File: config.mk
export PLATFORM = sky130hd
export DESIGN_NAME = jtag_data_reg
export DESIGN_NICKNAME = d
export VERILOG_FILES = /design/src/rtl/jtag_pkg.sv /design/src/rtl/jtag_shift_counter.sv /design/src/rtl/jtag_data_reg.sv
export SDC_FILE = /design/constraint.sdc
export NUM_CORES = 1
export LEC_CHECK = 0
export ABC_AREA = 1
export CELL_PAD_IN_SITES_DETAIL_PLACEMENT = 1
export CELL_PAD_IN_SITES_GLOBAL_PLACEMENT = 1
export CORE_ASPECT_RATIO = 1.4
export CORE_MARGIN = 3
export CORE_UTILIZATION = 30
export CTS_BUF_LIST = sky130_fd_sc_hd__clkbuf_16
export CTS_CLUSTER_DIAMETER = 120
export DETAILED_ROUTE_END_ITERATION = 8
export PLACE_DENSITY = 0.68
export RECOVER_POWER = 50
export SYNTH_ARGS = -nofsm -noshare
export SYNTH_HDL_FRONTEND = slang
export SYNTH_HIERARCHICAL = 1
export SYNTH_SLANG_ARGS = --single-unit
export TNS_END_PERCENT = 5
File: constraint.sdc
create_clock -name TCK -period 2.4 [get_ports TCK]
set_input_delay 0.48 -clock TCK [delete_from_list [all_inputs] [get_ports TCK]]
set_output_delay 0.48 -clock TCK [all_outputs]
set_load 0.005 [all_outputs]
File: src/rtl/jtag_pkg.sv
// Shared JTAG register definitions: DR FSM encoding, strobe priority and counter sizing.
package jtag_pkg;

  typedef enum logic [1:0] {
    DR_IDLE = 2'd0,
    DR_CAPD = 2'd1,
    DR_SHFT = 2'd2
  } dr_state_e;

  typedef struct packed {
    logic cap;
    logic shf;
    logic upd;
  } dr_stb_t;

  localparam dr_stb_t STB_NONE = '0;

  // Highest-priority strobe wins: CAPTURE > SHIFT > UPDATE.
  function automatic dr_stb_t stb_pick(input dr_stb_t raw);
    dr_stb_t r;
    r     = STB_NONE;
    r.cap = raw.cap;
    r.shf = raw.shf & ~raw.cap;
    r.upd = raw.upd & ~raw.cap & ~raw.shf;
    return r;
  endfunction

  function automatic logic stb_conflict(input dr_stb_t raw);
    return (raw.cap & raw.shf) | (raw.cap & raw.upd) | (raw.shf & raw.upd);
  endfunction

  // Counter must hold the saturation value WIDTH+1.
  function automatic int cnt_width(input int width);
    return $clog2(width + 2);
  endfunction

endpackage

File: src/rtl/jtag_shift_counter.sv
// Saturating shifted-bit counter with an exact-length compare; shared by DR and IR.
module jtag_shift_counter #(
  parameter int WIDTH = 8,
  parameter int CNT_W = 4
) (
  input  logic             i_clk,
  input  logic             i_rst_n,
  input  logic             i_clr,
  input  logic             i_inc,
  output logic [CNT_W-1:0] o_cnt,
  output logic             o_full
);

  localparam logic [CNT_W-1:0] SAT  = CNT_W'(WIDTH + 1);
  localparam logic [CNT_W-1:0] FULL = CNT_W'(WIDTH);

  logic [CNT_W-1:0] r_cnt;

  always_ff @(posedge i_clk or negedge i_rst_n) begin
    if (!i_rst_n)                  r_cnt <= '0;
    else if (i_clr)                r_cnt <= '0;
    else if (i_inc && r_cnt != SAT) r_cnt <= r_cnt + 1'b1;
  end

  assign o_cnt  = r_cnt;
  assign o_full = (r_cnt == FULL);

endmodule

File: src/rtl/jtag_data_reg.sv
// WIDTH-bit JTAG data register with run-time bypass and protocol checking.
// Define JTAG_DR_LENCHK_EN to gate UPDATE on exactly WIDTH shifted bits.
module jtag_data_reg
  import jtag_pkg::*;
#(
  parameter int               WIDTH       = 8,
  parameter logic [WIDTH-1:0] RESET_VALUE = '0,
  parameter int               CNT_W       = cnt_width(WIDTH)
) (
  input  logic             TCK,
  input  logic             TRST_N,
  input  logic             TDI,
  input  logic             SELECT,
  input  logic             BYPASS,
  input  logic             CAPTURE,
  input  logic             SHIFT,
  input  logic             UPDATE,
  input  logic [WIDTH-1:0] PIN,
  output logic [WIDTH-1:0] POUT,
  output logic             UPD_STB,
  output logic             TDO,
  output logic             PROTO_ERR
);

  dr_state_e        r_state;
  logic [WIDTH-1:0] r_sr;
  logic [WIDTH-1:0] r_pout;
  logic             r_byp;
  logic             r_mode_q;
  logic             r_upd_stb;
  logic             r_err;

  dr_stb_t          w_raw;
  dr_stb_t          w_stb;
  logic             w_multi;
  logic             w_mode_chg;
  logic             w_idle_op;
  logic             w_len_ok;
  logic             w_upd_ok;
  logic             w_load;
  logic             w_len_err;
  logic [CNT_W-1:0] w_cnt;

  assign w_raw      = SELECT ? dr_stb_t'{cap: CAPTURE, shf: SHIFT, upd: UPDATE} : STB_NONE;
  assign w_stb      = stb_pick(w_raw);
  assign w_multi    = stb_conflict(w_raw);
  assign w_mode_chg = (BYPASS != r_mode_q) && (r_state != DR_IDLE);
  assign w_idle_op  = (w_stb.shf | w_stb.upd) && (r_state == DR_IDLE);

  jtag_shift_counter #(.WIDTH(WIDTH), .CNT_W(CNT_W)) u_cnt (
    .i_clk   (TCK),
    .i_rst_n (TRST_N),
    .i_clr   (w_stb.cap & ~BYPASS),
    .i_inc   (w_stb.shf & ~BYPASS),
    .o_cnt   (w_cnt),
    .o_full  (w_len_ok)
  );

`ifdef JTAG_DR_LENCHK_EN
  assign w_upd_ok = w_len_ok;
`else
  // Length result is informational only in this build; UPDATE always loads.
  assign w_upd_ok = w_len_ok | 1'b1;
`endif

  assign w_load    = w_stb.upd & ~BYPASS & w_upd_ok;
  assign w_len_err = w_stb.upd & ~BYPASS & ~w_upd_ok;

  always_ff @(posedge TCK or negedge TRST_N) begin
    if (!TRST_N) begin
      r_state   <= DR_IDLE;
      r_upd_stb <= 1'b0;
      r_err     <= 1'b0;
    end else begin
      r_upd_stb <= w_load;
      if (w_multi || w_mode_chg || w_idle_op || w_len_err) r_err <= 1'b1;
      if (w_stb.cap)                              r_state <= DR_CAPD;
      else if (w_stb.shf && r_state != DR_IDLE)   r_state <= DR_SHFT;
      else if (w_stb.upd)                         r_state <= DR_IDLE;
    end
  end

  // Mode tracker follows BYPASS every cycle so a flip is seen exactly once.
  always_ff @(posedge TCK or negedge TRST_N) begin
    if (!TRST_N) begin
      r_sr     <= RESET_VALUE;
      r_pout   <= RESET_VALUE;
      r_byp    <= 1'b0;
      r_mode_q <= 1'b0;
    end else begin
      r_mode_q <= BYPASS;
      if (w_stb.cap) begin
        if (BYPASS) r_byp <= 1'b0;
        else        r_sr  <= PIN;
      end else if (w_stb.shf) begin
        if (BYPASS) r_byp <= TDI;
        else        r_sr  <= {TDI, r_sr[WIDTH-1:1]};
      end
      if (w_load) r_pout <= r_sr;
    end
  end

  assign TDO       = BYPASS ? r_byp : r_sr[0];
  assign POUT      = r_pout;
  assign UPD_STB   = r_upd_stb;
  assign PROTO_ERR = r_err;

endmodule

==> results of run 1 <==
[critical path, delay by kind of cell]
family        cells  cell delay [ns]
buf+inv           3             1.08
simple gates      2             0.11
[layout by cell type (no fill, tap or decap), drive strengths merged]
cell type      count
dlygate4sd3        2
nor2               2
nand4              1
buf                2
o21ai              2
dfrtp             22
a31o               1
clkdlybuf4s50     24
clkinv             1
clkbuf             4
a21oi              2
nand2             82
inv                8
nand3             11
[cells by family after synthesis]
logic type / synth area share [%]
and+or+nand+nor: 39.2
DFF: 53.8
buffers and inverters: 4.16
AOI/OAI and AO/OA: 2.81
[cells in the mapped netlist, drive strengths merged]
library cell	count
nand2	82
dfrtp	22
nand3	11
inv	8
a21oi	2
buf	2
nor2	2
o21ai	2
a31o	1
nand4	1
[power groups by stage]
stage / logic [mW] / clock network, mW / registers, mW
after CTS: 0.236 / 0.363 / 0.485
after global placement: 0.226 / 0 / 0.488
after floorplan: 0.102 / 0 / 0.483
after detailed placement: 0.235 / 0 / 0.491
after global routing: 0.260 / 0.379 / 0.494
final: 0.226 / 0.351 / 0.485
[state kept, by name, indices dropped and copies added (netlist names)]
signal and flops:
POUT 8, r_sr 8, r_state 2, PROTO_ERR 1
UPD_STB 1, r_byp 1, r_mode_q 1
[through the flow]
step,power [mW],util (%)
2_1_floorplan,0.585,-
3_3_place_gp,0.714,42.2
3_5_place_dp,0.726,42.2
4_1_cts,1.08,44.7
5_1_grt,1.13,44.1
6_report,1.06,44.1
[metal layers]
layer | global-route usage (%) | up-vias | wire length, um | share of wire, %
met3 | 2.23 | 2 | 76 | 3.0
met5 | 0 | - | 0 | 0
met4 | 3.24 | 0 | 17 | 0.67
met2 | 26.8 | 15 | 1350 | 53
li1 | - | 476 | - | -
met1 | 15.6 | 474 | 1100 | 43
[area by class of cell]
cell class	instances	share of cell area (%)
multi-input cells	101	29.6
inverters	8	2.14
clock buffers	3	5.35
well taps	39	3.48
flip-flops and latches	22	39.3
repair buffers	29	19.9
clock inverters	1	0.268
[worst min-delay path by stage]
| stage | end | start | cells past startpoint | slack [ns] |
|---|---|---|---|---|
| after floorplan | POUT[0]$_DFFE_PN0P_ | TRST_N | 0 | 0.18 |
| after global placement | POUT[0]$_DFFE_PN0P_ | POUT[0]$_DFFE_PN0P_ | 2 | 0.45 |
| after detailed placement | POUT[3]$_DFFE_PN0P_ | POUT[3]$_DFFE_PN0P_ | 2 | 0.46 |
| after CTS | POUT[3]$_DFFE_PN0P_ | POUT[3]$_DFFE_PN0P_ | 2 | 0.48 |
| after global routing | POUT[4]$_DFFE_PN0P_ | POUT[4]$_DFFE_PN0P_ | 2 | 0.51 |
| final | POUT[3]$_DFFE_PN0P_ | POUT[3]$_DFFE_PN0P_ | 2 | 0.47 |
==> impl_results.html, run 1 <==
<table>
<tr><th>Metric</th><th>Value</th></tr>
<tr><th colspan="2">Power and ir drop</th></tr>
<tr><td>Part of the power in combinational logic</td><td>21.3%</td></tr>
<tr><td>Internal power consumption</td><td>0.786 mW</td></tr>
<tr><td>Power density relative to cell area</td><td>757 nW/um2</td></tr>
<tr><td>Switching Share</td><td>26.1%</td></tr>
<tr><td>Clock group share of total power</td><td>33.0%</td></tr>
<tr><td>NetSw</td><td>0.277 mW</td></tr>
<tr><td>Leakage power summed over all cells</td><td>0.751 nW</td></tr>
<tr><td>Flop pwr share</td><td>45.7%</td></tr>
<tr><td>Largest vdd supply drop</td><td>0.411 mV</td></tr>
<tr><th colspan="2">CTS</th></tr>
<tr><td>TritonCTS clock tree</td><td>done</td></tr>
<tr><td>Clock network latency to the later pin of the worst-skew pair</td><td>0.25 ns</td></tr>
<tr><td>Number of setup buffers added after CTS</td><td>0</td></tr>
<tr><td>Sinks on the clock net</td><td>22</td></tr>
<tr><td>Maximum level of the CTS H-tree</td><td>1</td></tr>
<tr><td>Clock-pin slew on the worst setup and hold paths</td><td>0.06 ns</td></tr>
<tr><td>Post-cts gate resize count</td><td>0</td></tr>
<tr><td>CTS Buf Count</td><td>3</td></tr>
<tr><td>Root buffer cell</td><td>sky130_fd_sc_hd__clkbuf_16</td></tr>
<tr><td>Clock buffer depth</td><td>2</td></tr>
<tr><td>Quantity of hold-fixing buffers added after cts</td><td>0</td></tr>
<tr><th colspan="2">Job</th></tr>
<tr><td>Count of max-cap constraint violations</td><td>0</td></tr>
<tr><th colspan="2">Layout</th></tr>
<tr><td>Fraction of final layout cells sized beyond drive strength 1</td><td>5.49%</td></tr>
<tr><td>Multi-input logic area</td><td>415 um2</td></tr>
<tr><td>Final instance area</td><td>1400 um2</td></tr>
<tr><td>Net count of the finished layout</td><td>181</td></tr>
<tr><td>Non-filler cells, final</td><td>203</td></tr>
<tr><td>Register cell area after layout</td><td>551 um2</td></tr>
<tr><td>Fill cell instance count of the final layout</td><td>414</td></tr>
<tr><td>Ant diodes</td><td>0</td></tr>
<tr><td>Growth of design area from synthesis to finish</td><td>37.0%</td></tr>
<tr><th colspan="2">Timing</th></tr>
<tr><td>Total of endpoints with negative setup slack in the final report</td><td>0</td></tr>
<tr><td>Time the worst path needs with I/O delays and setup</td><td>2.15 ns</td></tr>
<tr><td>Max Freq</td><td>0.465 GHz</td></tr>
<tr><td>Worst-margin pin slew</td><td>1.21 ns</td></tr>
<tr><td>Final clock skew</td><td>0.00142 ns</td></tr>
<tr><td>Count of final max-slew check failures</td><td>0</td></tr>
<tr><td>Sum of negative setup slack</td><td>0 ns</td></tr>
<tr><td>Final Hold Vio Count</td><td>0</td></tr>
<tr><td>Post-Route Hold Slack</td><td>0.468 ns</td></tr>
<tr><td>Relative slew slack</td><td>19.7%</td></tr>
<tr><td>Least setup slack across all paths after layout</td><td>0.249 ns</td></tr>
<tr><td>Tcrit/Tclk final</td><td>89.6%</td></tr>
<tr><td>Unrepaired setup endpoints after global routing</td><td>no</td></tr>
<tr><th colspan="2">Place</th></tr>
<tr><td>Gpl congestion</td><td>0.772</td></tr>
<tr><td>Placed cell count</td><td>199</td></tr>
<tr><td>IO Port Bufs</td><td>26</td></tr>
<tr><td>Detail Placement HPWL</td><td>1930 um</td></tr>
<tr><td>Area post-placement</td><td>1340 um2</td></tr>
<tr><td>Pre-CTS setup slack</td><td>0.223 ns</td></tr>
<tr><th colspan="2">Setup path</th></tr>
<tr><td>Endpoint of the worst setup timing path</td><td>TDO</td></tr>
<tr><td>Crit path launch type</td><td>input port</td></tr>
<tr><td>Worst reg2reg startpoint</td><td>r_state[0]$_DFFE_PN0P_</td></tr>
<tr><td>Data arrival time of the critical path</td><td>1.67 ns</td></tr>
<tr><td>R2R Setup Slk</td><td>1.41 ns</td></tr>
<tr><td>Capture instance of the worst register-to-register path</td><td>PROTO_ERR$_DFFE_PN0P_</td></tr>
<tr><td>Largest fanout on the critical path</td><td>5</td></tr>
<tr><td>Data required, critical path</td><td>1.92 ns</td></tr>
<tr><td>Highest-delay cell along the critical path</td><td>sky130_fd_sc_hd__clkdlybuf4s50_1</td></tr>
<tr><td>Cell-by-cell trace of the critical path</td><td>clkdlybuf4s50_1 &gt; inv_1 &gt; nand2_1 &gt; nand2_1 &gt; clkdlybuf4s50_1</td></tr>
<tr><td>Worst Setup SP</td><td>BYPASS</td></tr>
<tr><td>Slowest cell delay on critical path</td><td>0.49 ns</td></tr>
<tr><td>Register-to-Register Path Depth</td><td>4</td></tr>
<tr><td>Kind of end point of the critical path</td><td>output pin</td></tr>
<tr><td>Crit path kind</td><td>in -&gt; out</td></tr>
<tr><th colspan="2">Synth</th></tr>
<tr><td>Area share of the largest cell type after synthesis</td><td>53.8%</td></tr>
<tr><td>Distinct cell type count of the synthesized netlist</td><td>15</td></tr>
<tr><td>Avg Synthesized Cell Area</td><td>7.70 um2</td></tr>
<tr><td>Post-synthesis net count</td><td>149</td></tr>
<tr><td>Cell type contributing the most total cell area after synthesis</td><td>sky130_fd_sc_hd__dfrtp_1</td></tr>
<tr><td>Cell types occupying the most area after synthesis</td><td>sky130_fd_sc_hd__dfrtp_1 54%, sky130_fd_sc_hd__nand2_1 29%, sky130_fd_sc_hd__nand3_1 5.4%</td></tr>
<tr><td>Sequential fraction of the synthesis area</td><td>53.8%</td></tr>
<tr><td>Yosys synthesis warning count</td><td>6</td></tr>
<tr><td>Number of synthesized register bits</td><td>22</td></tr>
<tr><td>Gate count after technology mapping</td><td>133</td></tr>
<tr><td>Combined area of all synthesized cells</td><td>1020 um2</td></tr>
<tr><th colspan="2">Floorplanning</th></tr>
<tr><td>Row count</td><td>24</td></tr>
<tr><td>Core region area</td><td>3180 um2</td></tr>
<tr><td>Initial Util</td><td>32.2%</td></tr>
<tr><td>Overall die area</td><td>4160 um2</td></tr>
<tr><td>Height of the die</td><td>75.1 um</td></tr>
<tr><td>Num ports</td><td>27</td></tr>
<tr><td>X dimension of the die</td><td>55.4 um</td></tr>
<tr><th colspan="2">GRT</th></tr>
<tr><td>Pin count of the biggest net entering global routing</td><td>23</td></tr>
<tr><td>Overflow left after global routing</td><td>0</td></tr>
<tr><td>Wire length of the first global-routing pass</td><td>4620 um</td></tr>
<tr><td>GRT Util Overall</td><td>13.7%</td></tr>
<tr><td>Antenna violations before repair</td><td>0</td></tr>
<tr><td>Vias in the first global route</td><td>1,033</td></tr>
<tr><th colspan="2">Route</th></tr>
<tr><td>DRC viols</td><td>0</td></tr>
<tr><td>Post-Route WL</td><td>2540 um</td></tr>
<tr><td>Detail-routed via count per cell</td><td>4.76</td></tr>
<tr><td>Vias</td><td>967</td></tr>
<tr><td>Initial detailed-routing violation count</td><td>9</td></tr>
<tr><td>Post-detailed-route count of antenna-violating nets</td><td>0</td></tr>
<tr><td>Routed len/inst</td><td>12.5 um</td></tr>
<tr><td>Total iterations of the first detailed-routing run</td><td>4</td></tr>
<tr><th colspan="2">Min path</th></tr>
<tr><td>Worst hold-check path type</td><td>reg -&gt; reg</td></tr>
<tr><th colspan="2">Status</th></tr>
<tr><td>Run status</td><td>finished clean</td></tr>
</table>
(Power assumes the default switching activity.)
==> run 2: changes to the inputs <==
Settings changed: SYNTH_HIERARCHICAL 1 to unset.
==> results of run 2 <==
The final DEF is identical to that of run 1; final timing and power are the same.
Main changes from that run: Yosys warning count 6 -> 0
